**config.mk**
```make
export PLATFORM = sky130hd
export DESIGN_NAME = booth_mul_seq
export DESIGN_NICKNAME = d
export VERILOG_FILES = /design/src/rtl/booth_pkg.sv /design/src/rtl/booth_recoder.sv /design/src/rtl/booth_mul_seq.sv
export SDC_FILE = /design/constraint.sdc
export NUM_CORES = 1
export LEC_CHECK = 0
export BUFFER_PORTS_ARGS = -buffer_cell sky130_fd_sc_hd__buf_2
export CAP_MARGIN = 10
export CORE_ASPECT_RATIO = 1.4
export CORE_MARGIN = 10
export CORE_UTILIZATION = 30
export CTS_CLUSTER_SIZE = 40
export DETAILED_ROUTE_END_ITERATION = 10
export GPL_ROUTABILITY_DRIVEN = 0
export SYNTH_ARGS = -nofsm -noshare
export SYNTH_HDL_FRONTEND = slang
export SYNTH_SLANG_ARGS = --single-unit
export TNS_END_PERCENT = 1
```
**constraint.sdc**
```tcl
create_clock -name clk -period 3.4 [get_ports clk]
set_input_delay 0.17 -clock clk [delete_from_list [all_inputs] [get_ports clk]]
set_output_delay 0.17 -clock clk [all_outputs]
set_load 0.05 [all_outputs]
```
**src/rtl/booth_pkg.sv**
```systemverilog
// Shared types and sizing helpers for the sequential Booth multiplier.
// Build option: define BOOTH_RADIX4_EN for modified-Booth radix-4 recoding;
// left undefined, the multiplier retires one multiplier bit per cycle.
package booth_pkg;

`ifdef BOOTH_RADIX4_EN
  // Radix-4: two multiplier bits retired per iteration.
  localparam int RADIX_LOG2 = 2;
`else
  // Radix-2: one multiplier bit retired per iteration.
  localparam int RADIX_LOG2 = 1;
`endif

  // Control states of the iterative multiplier.
  typedef enum logic [1:0] {
    IDLE,
    RUN,
    DONE
  } state_t;

  // Accumulator action chosen by the recoder for one iteration.
  typedef enum logic [2:0] {
    NOP,
    ADD1,
    SUB1,
    ADD2,
    SUB2
  } op_t;

  // Operand width after extension: one extra bit so unsigned operands
  // survive signed recoding, rounded up to even for radix-4.
  function automatic int ext_width(input int width);
    int e;
    e = width + 1;
    if (RADIX_LOG2 == 2) begin
      e = 2 * ((e + 1) / 2);
    end
    return e;
  endfunction

  // Number of RUN cycles for one operation.
  function automatic int iter_count(input int width);
    return ext_width(width) / RADIX_LOG2;
  endfunction

endpackage

```
**src/rtl/booth_recoder.sv**
```systemverilog
// Booth recoder: maps the low multiplier bits plus the guard bit to an
// accumulator action. Purely combinational. Radix chosen by BOOTH_RADIX4_EN
// (radix-4 looks at {q1,q0,q-1}; radix-2 looks at {q0,q-1}).
module booth_recoder
  import booth_pkg::*;
(
  input  logic [RADIX_LOG2:0] i_bits,
  output op_t                 o_op
);

  // Decode the bit window into add/subtract of M or 2M.
  always_comb begin
    o_op = NOP;
`ifdef BOOTH_RADIX4_EN
    case (i_bits)
      3'b001, 3'b010: o_op = ADD1;
      3'b011:         o_op = ADD2;
      3'b100:         o_op = SUB2;
      3'b101, 3'b110: o_op = SUB1;
      default:        o_op = NOP;
    endcase
`else
    case (i_bits)
      2'b01:   o_op = ADD1;
      2'b10:   o_op = SUB1;
      default: o_op = NOP;
    endcase
`endif
  end

endmodule

```
**src/rtl/booth_mul_seq.sv**
```systemverilog
// Iterative Booth multiplier, signed or unsigned per operation, start/busy/done.
// Latency: done one cycle after iter_count(WIDTH) RUN cycles (WIDTH+1 radix-2).
// Build option BOOTH_RADIX4_EN selects radix-4; start is ignored while busy.
module booth_mul_seq
  import booth_pkg::*;
#(
  parameter int WIDTH = 8
) (
  input  logic               clk,
  input  logic               rst,
  input  logic               start,
  input  logic               tc,
  input  logic [WIDTH-1:0]   a,
  input  logic [WIDTH-1:0]   b,
  output logic               busy,
  output logic               done,
  output logic [2*WIDTH-1:0] product
);

  // Extended operand width, accumulator width and shift per iteration.
  localparam int EX   = ext_width(WIDTH);
  localparam int AW   = EX + 2 * RADIX_LOG2 - 1 + (RADIX_LOG2 == 2 ? 0 : 0);
  localparam int SH   = RADIX_LOG2;
  localparam int N    = iter_count(WIDTH);
  localparam int CW   = $clog2(N + 1);
  localparam int CATW = AW + EX + 1;

  state_t               r_state;
  state_t               w_next;
  logic [EX-1:0]        r_m;
  logic [EX-1:0]        r_q;
  logic                 r_qm1;
  logic [AW-1:0]        r_acc;
  logic [CW-1:0]        r_cnt;
  logic [2*WIDTH-1:0]   r_product;

  logic                 w_accept;
  logic                 w_last;
  logic                 w_a_sign;
  logic                 w_b_sign;
  logic [EX-1:0]        w_a_ext;
  logic [EX-1:0]        w_b_ext;
  op_t                  w_op;
  logic [AW-1:0]        w_m_ext;
  logic [AW-1:0]        w_m2_ext;
  logic [AW-1:0]        w_addend;
  logic [AW-1:0]        w_acc_sum;
  logic [CATW-1:0]      w_cat;
  logic [CATW-1:0]      w_sh;
  logic [AW-1:0]        w_acc_nx;
  logic [EX-1:0]        w_q_nx;
  logic                 w_qm1_nx;

  // A new operation is taken only from IDLE or DONE.
  assign w_accept = start && ((r_state == IDLE) || (r_state == DONE));
  // Final iteration: counter is about to reach zero.
  assign w_last   = (r_state == RUN) && (r_cnt == CW'(1));

  // Sign-extend for two's complement, zero-extend for unsigned, so the
  // signed recoding below is exact in both modes.
  assign w_a_sign = tc & a[WIDTH-1];
  assign w_b_sign = tc & b[WIDTH-1];
  assign w_a_ext  = {{(EX-WIDTH){w_a_sign}}, a};
  assign w_b_ext  = {{(EX-WIDTH){w_b_sign}}, b};

  booth_recoder u_recoder (
    .i_bits ({r_q[RADIX_LOG2-1:0], r_qm1}),
    .o_op   (w_op)
  );

  // Multiplicand widened to the accumulator, plus its double for radix-4.
  assign w_m_ext  = {{(AW-EX){r_m[EX-1]}}, r_m};
  assign w_m2_ext = w_m_ext << 1;

  // Select the partial product to add this iteration.
  always_comb begin
    w_addend = '0;
    case (w_op)
      ADD1:    w_addend = w_m_ext;
      SUB1:    w_addend = -w_m_ext;
      ADD2:    w_addend = w_m2_ext;
      SUB2:    w_addend = -w_m2_ext;
      default: w_addend = '0;
    endcase
  end

  // Accumulate, then arithmetic-shift {acc, Q, q-1} right by the radix step.
  assign w_acc_sum = r_acc + w_addend;
  assign w_cat     = {w_acc_sum, r_q, r_qm1};
  assign w_sh      = CATW'($signed(w_cat) >>> SH);
  assign w_acc_nx  = w_sh[CATW-1:EX+1];
  assign w_q_nx    = w_sh[EX:1];
  assign w_qm1_nx  = w_sh[0];

  // State register.
  always_ff @(posedge clk or posedge rst) begin
    if (rst) begin
      r_state <= IDLE;
    end else begin
      r_state <= w_next;
    end
  end

  // Next-state logic: RUN until the counter expires, DONE for one cycle.
  always_comb begin
    w_next = r_state;
    case (r_state)
      IDLE: begin
        if (start) begin
          w_next = RUN;
        end
      end
      RUN: begin
        if (w_last) begin
          w_next = DONE;
        end
      end
      DONE: begin
        w_next = start ? RUN : IDLE;
      end
      default: w_next = IDLE;
    endcase
  end

  // Datapath: load on accept, iterate in RUN, capture product on the last step.
  always_ff @(posedge clk or posedge rst) begin
    if (rst) begin
      r_m       <= '0;
      r_q       <= '0;
      r_qm1     <= 1'b0;
      r_acc     <= '0;
      r_cnt     <= '0;
      r_product <= '0;
    end else if (w_accept) begin
      r_m   <= w_b_ext;
      r_q   <= w_a_ext;
      r_qm1 <= 1'b0;
      r_acc <= '0;
      r_cnt <= CW'(N);
    end else if (r_state == RUN) begin
      r_acc <= w_acc_nx;
      r_q   <= w_q_nx;
      r_qm1 <= w_qm1_nx;
      r_cnt <= r_cnt - CW'(1);
      if (w_last) begin
        r_product <= w_sh[2*WIDTH:1];
      end
    end
  end

  assign busy    = (r_state == RUN);
  assign done    = (r_state == DONE);
  assign product = r_product;

endmodule

```
==> key figures, run 1 <==
Die
  • Die height: 136.2 um
  • Starting density of the core: 30.58%
  • Die width: 103.0 um
  • # IOs: 38
  • Die area: 0.01403 sq mm
  • Row count: 42
  • Core area: 0.009459 sq mm

Synth
  • Syn Nets: 360
  • Synth warnings: 0
  • Post-synth EDFFs: 0
  • Distinct cell type count after synthesis: 49
  • Mean Syn Cell Area: 8.928 sq um
  • Async set or reset register ratio after synthesis: 100.0%
  • Main synth FF type: dfrtp_1
  • Synthesized area: 0.002893 sq mm
  • Post-synthesis sequential area ratio: 43.25%
  • Gate Count Post-Synth: 324
  • Yosys reg bits: 50

Final layout
  • Fin nets: 393
  • Antenna Cells: 0
  • Layout cells sized above 1: 19.55%
  • Final core utilization: 35.74%
  • Post-Layout Cell Count: 468
  • Fill cell count: 968
  • Post-synthesis to final-layout area growth: 16.87%

Setup path
  • CP peak stage delay: 610 ps
  • Flop-to-flop setup slack: 240 ps
  • CP Max Fanout: 7
  • Buf+Inv Stages, Crit Path: 0
  • Worst Reg-to-Reg Cells: 11
  • Worst Setup SP: r_m[4]
  • CP cell instances: or4_4, nor3_2, and3b_1, a21oi_1, nor2_1, ha_2, o21ai_0, a22oi_1, o31a_4, mux2_2, a221o_1
  • Setup crit end kind: flop
  • Slowest cell on crit path: or4_4
  • Worst R2R Start: r_m[4]
  • Worst path top cell family by delay: simple AND/OR/NAND/NOR gates
  • Startpoint types: flop
  • WP data required: 3590 ps
  • Crit path kind: reg -> reg
  • RR Endpoint: r_acc[8]
  • Data arrival, critical path: 3350 ps

Placement
  • IO Port Bufs: 37
  • Post-place setup slack: 176.8 ps
  • Placed cells: 458
  • HPWL after DPL: 5.222 mm

STA
  • Min cycle time layout: 3161 ps
  • # setup viols final: 0
  • RSZ-0062 raised after global routing: no
  • Max Freq: 316.3 MHz
  • Final worst setup slack: 238.5 ps
  • Final Hold Vio Count: 0
  • Pins Over Slew Limit: 0
  • Post-route setup TNS: 0 ps
  • Slew HR: 63.51%
  • Worst Skew: 8.159 ps
  • Final worst-path cycle share: 92.98%
  • Actual slew at the worst max-slew pin: 546.8 ps

Route
  • Post-route ant nets: 0
  • Wire per inst: 15.49 um
  • Via density: 5.004
  • DRT Wirelength: 7.250 mm
  • Drt first pass iters: 4
  • DR iter-0 viols: 133
  • DR vias: 2342
  • DR DRC count: 0

Clock network
  • CTS Buf Count: 5
  • Root Buffer: clkbuf_16
  • CTS tree: done
  • H-tree Lvls: 2
  • Clk_lat worst skew: 310 ps
  • Clk pin slew, worst setup/hold paths: 70 ps
  • CTS sink cnt: 50
  • Clk buf depth: 2
  • Post-CTS setup buffers: 0

Hold path
  • HP Class: in -> reg
  • Hold wc startpoint: b[2]
  • Hold EP: r_m[2]
  • WHS Path Cells: 3

Run status
  • Status: completed

GRT
  • Grt total ovfl: 0
  • Initial antenna violation count: 0
  • Vias in the first global route: 2384
  • Total track usage: 10.90%
  • First-pass GRT wire length: 12.06 mm
  • Largest net degree at the start of global routing: 51

Power and ir drop
  • Pwr dens: 1170 mW/mm^2
  • Power Total: 3.956 mW
  • Leak: 1.661 nW
  • Worst vdd ir: 338.7 uV

Job
  • Max-cap violations: 0
[cells in the final DEF (no fill, tap or decap), drive strengths merged, types with 2 or more instances in the layout]
cell / synthesis / final
a21o: 7 / 7
a21oi: 9 / 9
a221o: 2 / 2
a22o: 4 / 4
a22oi: 12 / 12
a31oi: 4 / 4
a32oi: 2 / 2
and2: 2 / 2
buf: 6 / 45
clkbuf: 14 / 5
clkinv: 1 / 2
dfrtp: 50 / 50
ha: 15 / 15
inv: 15 / 16
mux2: 4 / 4
nand2: 80 / 80
nand2b: 4 / 4
nand3: 9 / 9
nor2: 21 / 21
nor2b: 3 / 3
nor3: 10 / 10
nor3b: 3 / 3
nor4: 3 / 3
o21ai: 12 / 12
o31a: 2 / 2
o41ai: 4 / 4
or3: 2 / 2
xnor2: 8 / 8
xor2: 3 / 3
[cell families after synthesis]
kind of cell,count (synthesis),synth area share (%)
AND/OR/NAND/NOR,140,21.32
AO/OA/AOI/OAI,66,17.39
multiplexers,5,1.903
adder cells (fa/ha/maj),16,7.180
XOR/XNOR,11,3.331
flip-flops,50,43.25
buffers and inverters,36,5.622
[cell usage after synthesis (4+ instances only)]
master	count	share of area, %
nand2_1	80	10
dfrtp_1	50	43
nor2_1	20	2.6
ha_1	15	6.5
inv_1	15	1.9
clkbuf_1	14	1.8
a22oi_1	12	3.1
o21ai_0	12	2.1
nor3_1	10	1.7
a21oi_1	9	1.6
nand3_1	9	1.6
xnor2_1	8	2.4
a21o_1	5	1.3
a22o_1	4	1.2
a31oi_1	4	0.86
mux2_2	4	1.6
nand2b_1	4	0.86
o41ai_1	4	1.2
[metal layers]
metal	global-route usage, %	vias to the layer above	routed length (um)
li1	-	1178	-
met1	12.96	1104	3176
met2	18.19	48	3565
met3	2.388	12	323
met4	4.884	0	184
met5	0	-	0
[through the flow]
stage | hold slack (ps) | instance area (sq um)
detailed placement | 373.7 | 3166
CTS | 69.18 | 3338
finish | 68.97 | 3381
floorplan | 275.4 | 2893
global route | 76.87 | 3381
global placement | 378.6 | 3166
[report_power, final]
part | switching (mW) | internal [mW] | leakage, nW
clock | 0.248 | 0.352 | 0.0844
combinational | 1.42 | 0.826 | 0.952
sequential | 0.226 | 0.884 | 0.624
[flip-flops by register name (all words and copies together), names as in the netlist]
register,flops
product,16
r_qm1,1
r_q,9
r_m,9
r_acc,9
r_cnt,4
r_state,2
[how the worst max path moves through the flow]
| stage | cells after the start | slack (ps) | end |
|---|---|---|---|
| 2_1_floorplan | 12 | 330 | r_acc[8] |
| 3_3_place_gp | 11 | 220 | r_acc[8] |
| 3_5_place_dp | 11 | 180 | r_acc[8] |
| 4_1_cts | 11 | 150 | r_acc[8] |
| 5_1_grt | 11 | 20 | r_acc[8] |
| 6_report | 11 | 240 | r_acc[8] |
[worst register-to-register path, delay by kind of cell (launching register included)]
family | cells | cell delay, ps
AND/OR/NAND/NOR | 4 | 1010
flip-flops | 1 | 460
AO/OA/AOI/OAI | 5 | 870
multiplexers | 1 | 320
adder cells (fa/ha/maj) | 1 | 380
[cell type report]
class | count | area, sq um | share of cell area, %
Multi-Input combinational cell | 238 | 1491 | 44.12
Timing Repair Buffer | 46 | 267.8 | 7.920
Inverter | 16 | 60.06 | 1.776
Clock inverter | 3 | 47.55 | 1.406
Sequential cell | 50 | 1251 | 37.01
Tap cell | 110 | 137.6 | 4.071
Clock buffer | 5 | 125.1 | 3.701
[timing repair]
item / CTS / global route
hold buffers: 0 / 1
hold endpoints to repair: 0 / 19
endpoints found under the setup margin: 0 / 1
gates resized for setup: 0 / 3
Note: power is estimated with default switching activity, not from simulation.
==> run 2: changes to the inputs <==
--- a/config.mk
+++ b/config.mk
@@ -7,12 +7,15 @@
 export LEC_CHECK = 0
 export BUFFER_PORTS_ARGS = -buffer_cell sky130_fd_sc_hd__buf_2
 export CAP_MARGIN = 10
+export CELL_PAD_IN_SITES_DETAIL_PLACEMENT = 0
+export CELL_PAD_IN_SITES_GLOBAL_PLACEMENT = 1
 export CORE_ASPECT_RATIO = 1.4
 export CORE_MARGIN = 10
 export CORE_UTILIZATION = 30
 export CTS_CLUSTER_SIZE = 40
 export DETAILED_ROUTE_END_ITERATION = 10
 export GPL_ROUTABILITY_DRIVEN = 0
+export PLACE_DENSITY_LB_ADDON = 0.1
 export SYNTH_ARGS = -nofsm -noshare
 export SYNTH_HDL_FRONTEND = slang
 export SYNTH_SLANG_ARGS = --single-unit
==> run 2 against run 1 <==
Via count increased by 1.8%; core utilization down 0.34 points; cell count is 0.43% higher; worst setup slack worse by 48 ps; register-to-register slack lost 50 ps; power fell by 1.5%; non-clock buffer count grew 3; the flow now finishes with violations (negative hold slack); sequential cell count is the same; die area stayed put; design area is 0.96% lower; count of clock-buffer cells in the layout rose by 1.
==> key figures, run 2 (same netlist as run 1, synthesis figures left out) <==
STA
  • Final Hold Vio Count: 14 (+14)
  • Min cycle time layout: 3210 ps (+48.42 ps)
  • Pins Over Slew Limit: 0 (unchanged)
  • Slew HR: 52.69% (-11 points)
  • Hold slack final: -16.66 ps (-85.63 ps)
  • Actual slew at the worst max-slew pin: 708.6 ps (+161.8 ps)
  • Final worst-path cycle share: 94.41% (+1.4 points)
  • # setup viols final: 0 (unchanged)
  • Max Freq: 311.5 MHz (-1.5%)
  • Worst Skew: 4.429 ps (-3.729 ps)
  • Final worst setup slack: 190.1 ps (-48.42 ps)

GRT
  • M1 GR Usage: 14.59% (+1.6 points)
  • Initial antenna violation count: 0 (unchanged)
  • Largest net degree at the start of global routing: 33 (-35%)
  • Most used routing layer: met2
  • M3 GR Usage: 3.354% (+0.97 points)
  • First-pass GRT wire length: 13.48 mm (+12%)
  • Grt met2 use: 20.66% (+2.5 points)
  • Grt total ovfl: 0 (unchanged)
  • Total track usage: 12.26% (+1.4 points)
  • Vias in the first global route: 2604 (+9.2%)

Clock network
  • CTS tree: done
  • H-tree Lvls: 2 (unchanged)
  • Root Buffer: clkbuf_16
  • Clk buf depth: 2 (unchanged)
  • Clk_lat worst skew: 290 ps (-20 ps)
  • Post-CTS Hold Fix Bufs: 0 (unchanged)
  • CTS Buf Count: 5 (unchanged)
  • CTS sink cnt: 50 (unchanged)
  • Clk pin slew, worst setup/hold paths: 70 ps (about the same)

Setup path
  • CP Max Fanout: 7 (unchanged)
  • Data arrival, critical path: 3390 ps (+40 ps)
  • WP data required: 3580 ps (about the same)
  • Crit path kind: reg -> reg
  • Startpoint types: flop
  • Setup crit end kind: flop

Final layout
  • Most frequent cells in the layout: nand2_1, dfrtp_1, buf_2
  • Antenna Cells: 0 (unchanged)
  • Largest register FFs: 16 (unchanged)
  • Post-synthesis to final-layout area growth: 15.74%
  • Fin nets: 396 (+0.76%)
  • Layout cells sized above 1: 19.72% (+0.17 points)
  • Commonest non-fill, non-tap cell in the layout: nand2_1

Route
  • Post-route ant nets: 0 (unchanged)
  • DRT Wirelength: 7.872 mm (+8.6%)
  • Via density: 5.072 (+1.4%)
  • Wire per inst: 16.75 um (+8.1%)
  • DR iter-0 viols: 136 (+2.3%)
  • DR vias: 2384 (+1.8%)
  • DR DRC count: 0 (unchanged)
  • Drt first pass iters: 4 (unchanged)

Die
  • Die height: 136.2 um (unchanged)
  • Die area: 0.01403 sq mm (unchanged)
  • Starting density of the core: 30.58% (unchanged)
  • # IOs: 38 (unchanged)
  • Row count: 42 (unchanged)
  • Core area: 0.009459 sq mm (unchanged)
  • Die width: 103.0 um (unchanged)

Power and ir drop
  • Power Total: 3.899 mW (-1.5%)
  • Pint: 2.006 mW (-2.7%)
  • Switch Pwr: 1.892 mW (about the same)
  • Sw Ratio: 48.54% (+0.67 points)
  • Comb power frac: 58.9% (+2.2 points)
  • Worst vdd ir: 512.7 uV (+51%)
  • Leak: 1.653 nW (-0.45%)
  • Pwr dens: 1164 mW/mm^2 (-0.50%)
  • Clock share of power: 12.5% (-2.7 points)
  • Seq pwr share: 28.6% (+0.5 points)

Run status
  • Status: complete, but fails checks
  • Failing checks: negative hold slack

Placement
  • IO Port Bufs: 37 (unchanged)
  • HPWL after DPL: 5.788 mm (+11%)
  • Post-place setup slack: 192.7 ps (+15.87 ps)

Job
  • Max-cap violations: 0 (unchanged)

Hold path
  • HP Class: in -> async
==> run 2: stage by stage <==
stage | area (sq um) | cells | TNS, ps | util, %
2_1_floorplan | 2893 | 324 | 0 | -
3_3_place_gp | 3206 | 463 | 0 | 33.89
3_5_place_dp | 3206 | 463 | 0 | 33.89
4_1_cts | 3342 | 470 | 0 | 35.33
5_1_grt | 3348 | 470 | -16.49 | 35.40
6_report | 3348 | 470 | 0 | 35.40
==> run 2: worst max-delay path, stage by stage (launching register included) <==
cell     delay, ps
dfrtp_1        460
or4_4          600
nor3_1         220
and2_1         160
o21ai_0         70
a21oi_1        170
ha_1           280
a211o_1        320
o31a_4         290
mux2_2         270
a221o_1        250
==> run 2: cell type report <==
| class | instances | area, sq um |
|---|---|---|
| clock buffer | 6 | 128.9 |
| fill | 1015 | 6111 |
| timing repair buffer | 49 | 275.3 |
| clock inverter | 1 | 7.507 |
| tap | 110 | 137.6 |
| inverter | 16 | 60.06 |
| sequential | 50 | 1251 |
| multi-input combinational | 238 | 1488 |
==> run 2: final timing paths <==
path / from / end / slack (ps) / depth (start not counted)
max: r_m[4] / r_acc[8] / 190 / 10
min: rst / product[8] / -20 / 2
max reg2reg: r_m[4] / r_acc[8] / 190 / 10
min reg2reg: product[4] / product[4] / 470 / 2
max in group asynchronous: rst / product[15] / 2670 / 3
min in group clk: b[0] / r_m[0] / 80 / 3
==> run 2: what timing repair did <==
action	4_1_cts	5_1_grt
resized for setup	0	1
endpoints found under the setup margin	0	1
buffers inserted	0	0
==> run 2: layer usage <==
metal | up-vias | share of wire (%)
met3 | 8 | 4.7
li1 | 1187 | -
met4 | 0 | 1.5
met5 | - | 0
met2 | 43 | 48
met1 | 1146 | 45
==> run 2: power groups by stage <==
stage,Clock (mW),Combinational [mW],Sequential [mW]
finish,0.488,2.30,1.11
global route,0.538,2.58,1.16
global placement,0,2.32,1.12
CTS,0.513,2.33,1.11
floorplan,0,1.49,1.36
detailed placement,0,2.32,1.12
==> run 3: changes to the inputs <==
--- a/config.mk
+++ b/config.mk
@@ -5,6 +5,7 @@
 export SDC_FILE = /design/constraint.sdc
 export NUM_CORES = 1
 export LEC_CHECK = 0
+export ABC_AREA = 1
 export BUFFER_PORTS_ARGS = -buffer_cell sky130_fd_sc_hd__buf_2
 export CAP_MARGIN = 10
 export CELL_PAD_IN_SITES_DETAIL_PLACEMENT = 0
==> run 3 against run 2 <==
The run now ends clean; critical endpoint unchanged; clock skew is 1.2 ps lower; design area shrank 3.3%; sequential power about the same; die area shrank 2.8%; largest cell class unchanged.
==> key figures, run 3 <==
Final layout
  • Most frequent cells in the layout: nand2_1, dfrtp_1, buf_2
  • Post-synthesis to final-layout area growth: 15.85% (about the same)
  • Antenna Cells: 0 (unchanged)
  • Fin nets: 416 (+5.1%)
  • Largest register FFs: 16 (unchanged)
  • Commonest non-fill, non-tap cell in the layout: nand2_1
  • Post-Layout Cell Count: 488 (+3.8%)
  • Layout cells sized above 1: 16.80% (-2.9 points)

Clock network
  • Clk_lat worst skew: 300 ps (about the same)
  • Root Buffer: clkbuf_16
  • CTS Buf Count: 5 (unchanged)
  • Post-CTS setup buffers: 0 (unchanged)
  • H-tree Lvls: 2 (unchanged)
  • Clk buf depth: 2 (unchanged)
  • Clk pin slew, worst setup/hold paths: 70 ps (about the same)
  • CTS tree: done
  • Post-CTS Hold Fix Bufs: 0 (unchanged)
  • Cts repair resizes: 0 (unchanged)
  • CTS sink cnt: 50 (unchanged)

STA
  • Final worst-path cycle share: 81.81% (-13 points)
  • RSZ-0062 raised after global routing: no
  • Max Freq: 359.5 MHz (+15%)
  • Slew HR: 30.72% (-22 points)
  • Final Hold Vio Count: 0 (-14)
  • Worst Skew: 3.181 ps (-1.248 ps)
  • Actual slew at the worst max-slew pin: 1038 ps (+329.1 ps)
  • Pins Over Slew Limit: 0 (unchanged)
  • Post-route setup TNS: 0 ps (unchanged)
  • Hold slack final: 76.98 ps (+93.64 ps)
  • Min cycle time layout: 2781 ps (-428.4 ps)
  • # setup viols final: 0 (unchanged)

Synth
  • Post-synthesis sequential area ratio: 44.78% (+1.5 points)
  • Synth warnings: 0 (unchanged)
  • Synth top cells by count: nand2_1, dfrtp_1, inv_1
  • Cell with the most instances after synthesis: nand2_1
  • Distinct cell type count after synthesis: 32 (-35%)
  • Post-synth EDFFs: 0 (unchanged)
  • Top cells by area, synth: dfrtp_1, nand2_1, ha_1, inv_1, nand3_1
  • Yosys reg bits: 50 (unchanged)
  • Mean Syn Cell Area: 8.098 sq um (-9.3%)
  • Post-synth top area share: 44.78% (+1.5 points)
  • Cell accounting for the most synthesized area: dfrtp_1
  • Async set or reset register ratio after synthesis: 100.0% (unchanged)
  • Syn Nets: 381 (+5.8%)
  • Gate Count Post-Synth: 345 (+6.5%)
  • Main synth FF type: dfrtp_1
  • Synthesized area: 0.002794 sq mm (-3.4%)

Setup path
  • Setup crit end kind: flop
  • Startpoint types: flop
  • CP Max Fanout: 4 (-3)
  • WP data required: 3590 ps (about the same)
  • Flop-to-flop setup slack: 620 ps (+430 ps)
  • Crit path kind: reg -> reg
  • Data arrival, critical path: 2970 ps (-420 ps)

Route
  • Via density: 4.857 (-4.3%)
  • DR iter-0 viols: 110 (-19%)
  • Post-route ant nets: 0 (unchanged)
  • DR vias: 2370 (-0.59%)
  • Wire per inst: 15.41 um (-8.0%)
  • Drt first pass iters: 4 (unchanged)
  • DRT Wirelength: 7.518 mm (-4.5%)
  • DR DRC count: 0 (unchanged)

Die
  • Die height: 134.2 um (-1.5%)
  • Die width: 101.6 um (-1.4%)
  • # IOs: 38 (unchanged)
  • Core area: 0.009080 sq mm (-4.0%)
  • Row count: 41 (-2.4%)
  • Die area: 0.01363 sq mm (-2.8%)
  • Starting density of the core: 30.77% (+0.19 points)

Power and ir drop
  • Pwr dens: 1161 mW/mm^2 (-0.30%)
  • Power Total: 3.758 mW (-3.6%)
  • Worst vdd ir: 454.9 uV (-11%)
  • Leak: 1.623 nW (-1.8%)

GRT
  • Grt total ovfl: 0 (unchanged)
  • Most used routing layer: met2
  • Initial antenna violation count: 0 (unchanged)
  • First-pass GRT wire length: 12.28 mm (-8.9%)
  • Largest net degree at the start of global routing: 49 (+48%)
  • Total track usage: 11.41% (-0.85 points)
  • M3 GR Usage: 2.674% (-0.68 points)
  • Vias in the first global route: 2486 (-4.5%)
  • M1 GR Usage: 12.65% (-1.9 points)
  • Grt met2 use: 20.17% (-0.50 points)

Job
  • Max-cap violations: 0 (unchanged)

Run status
  • Status: completed

Placement
  • IO Port Bufs: 37 (unchanged)
  • Placed cells: 480 (+3.7%)
  • HPWL after DPL: 5.646 mm (-2.5%)

Hold path
  • HP Class: in -> reg
-- run 3: cell count changes in the layout (fill, tap and decap cells not counted), sizes merged, moves of 10 or more --
cell	delta
nor2	-10
o21ai	+26
a22oi	-11
nand3	+18
nand2	+21
inv	+30
buf	-10
-- run 3: metrics by stage --
step	cell area, sq um	utilization [%]	worst slack, ps
after floorplan	2794	-	1050
after global placement	3063	33.73	628.6
after detailed placement	3063	33.73	658.5
after CTS	3237	35.65	628.3
after global routing	3237	35.65	345.4
final	3237	35.65	618.5
-- run 3: logic make-up after synthesis --
logic type | after synthesis | synth area share [%]
simple gates | 147 | 22.62
compound gates | 73 | 15.58
buf+inv | 55 | 8.330
flops | 50 | 44.78
fa+ha+maj | 16 | 7.434
xor+xnor | 4 | 1.254
-- run 3: metal layers --
metal | vias to the layer above | part of all wire, %
met3 | 14 | 4.1
met5 | - | 0
met1 | 1098 | 42
met4 | 0 | 2.5
met2 | 48 | 51
li1 | 1210 | -
-- run 3: final cells by class --
| class | count | area, sq um |
|---|---|---|
| clock inverters | 3 | 48.80 |
| clock buffers | 5 | 125.1 |
| well taps | 107 | 133.9 |
| repair buffers | 39 | 200.2 |
| flip-flops and latches | 50 | 1251 |
| fillers | 984 | 5843 |
| inverters | 44 | 167.7 |
| multi-input cells | 240 | 1310 |
-- run 3: power by group --
part | switching, mW | total (mW) | internal [mW]
Sequential | 0.197 | 1.09 | 0.892
Combinational | 1.45 | 2.07 | 0.621
Clock | 0.247 | 0.599 | 0.353
Total | 1.89 | 3.76 | 1.87
-- run 3: path summary, 6_finish.rpt --
check	from	depth (start not counted)	end
min in group asynchronous	rst	2	product[4]
worst min-delay path	b[4]	3	r_m[4]
worst min register to register	product[14]	2	product[14]
worst max-delay path	r_m[0]	15	r_acc[8]
worst max register to register	r_m[0]	15	r_acc[8]
max in group asynchronous	rst	2	r_m[2]
-- run 3: critical path, cell delays in order, from the launching register on --
cell and delay, ps:
dfrtp_1 440, inv_1 130, ha_1 240, nand4_1 150
or2_1 260, o21ai_0 160, a21oi_1 100, ha_1 340
nand2_1 60, inv_1 70, nand2_1 60, nor3_1 240
nand3b_1 170, nand3_1 110, nand3_1 90, nand2_1 50
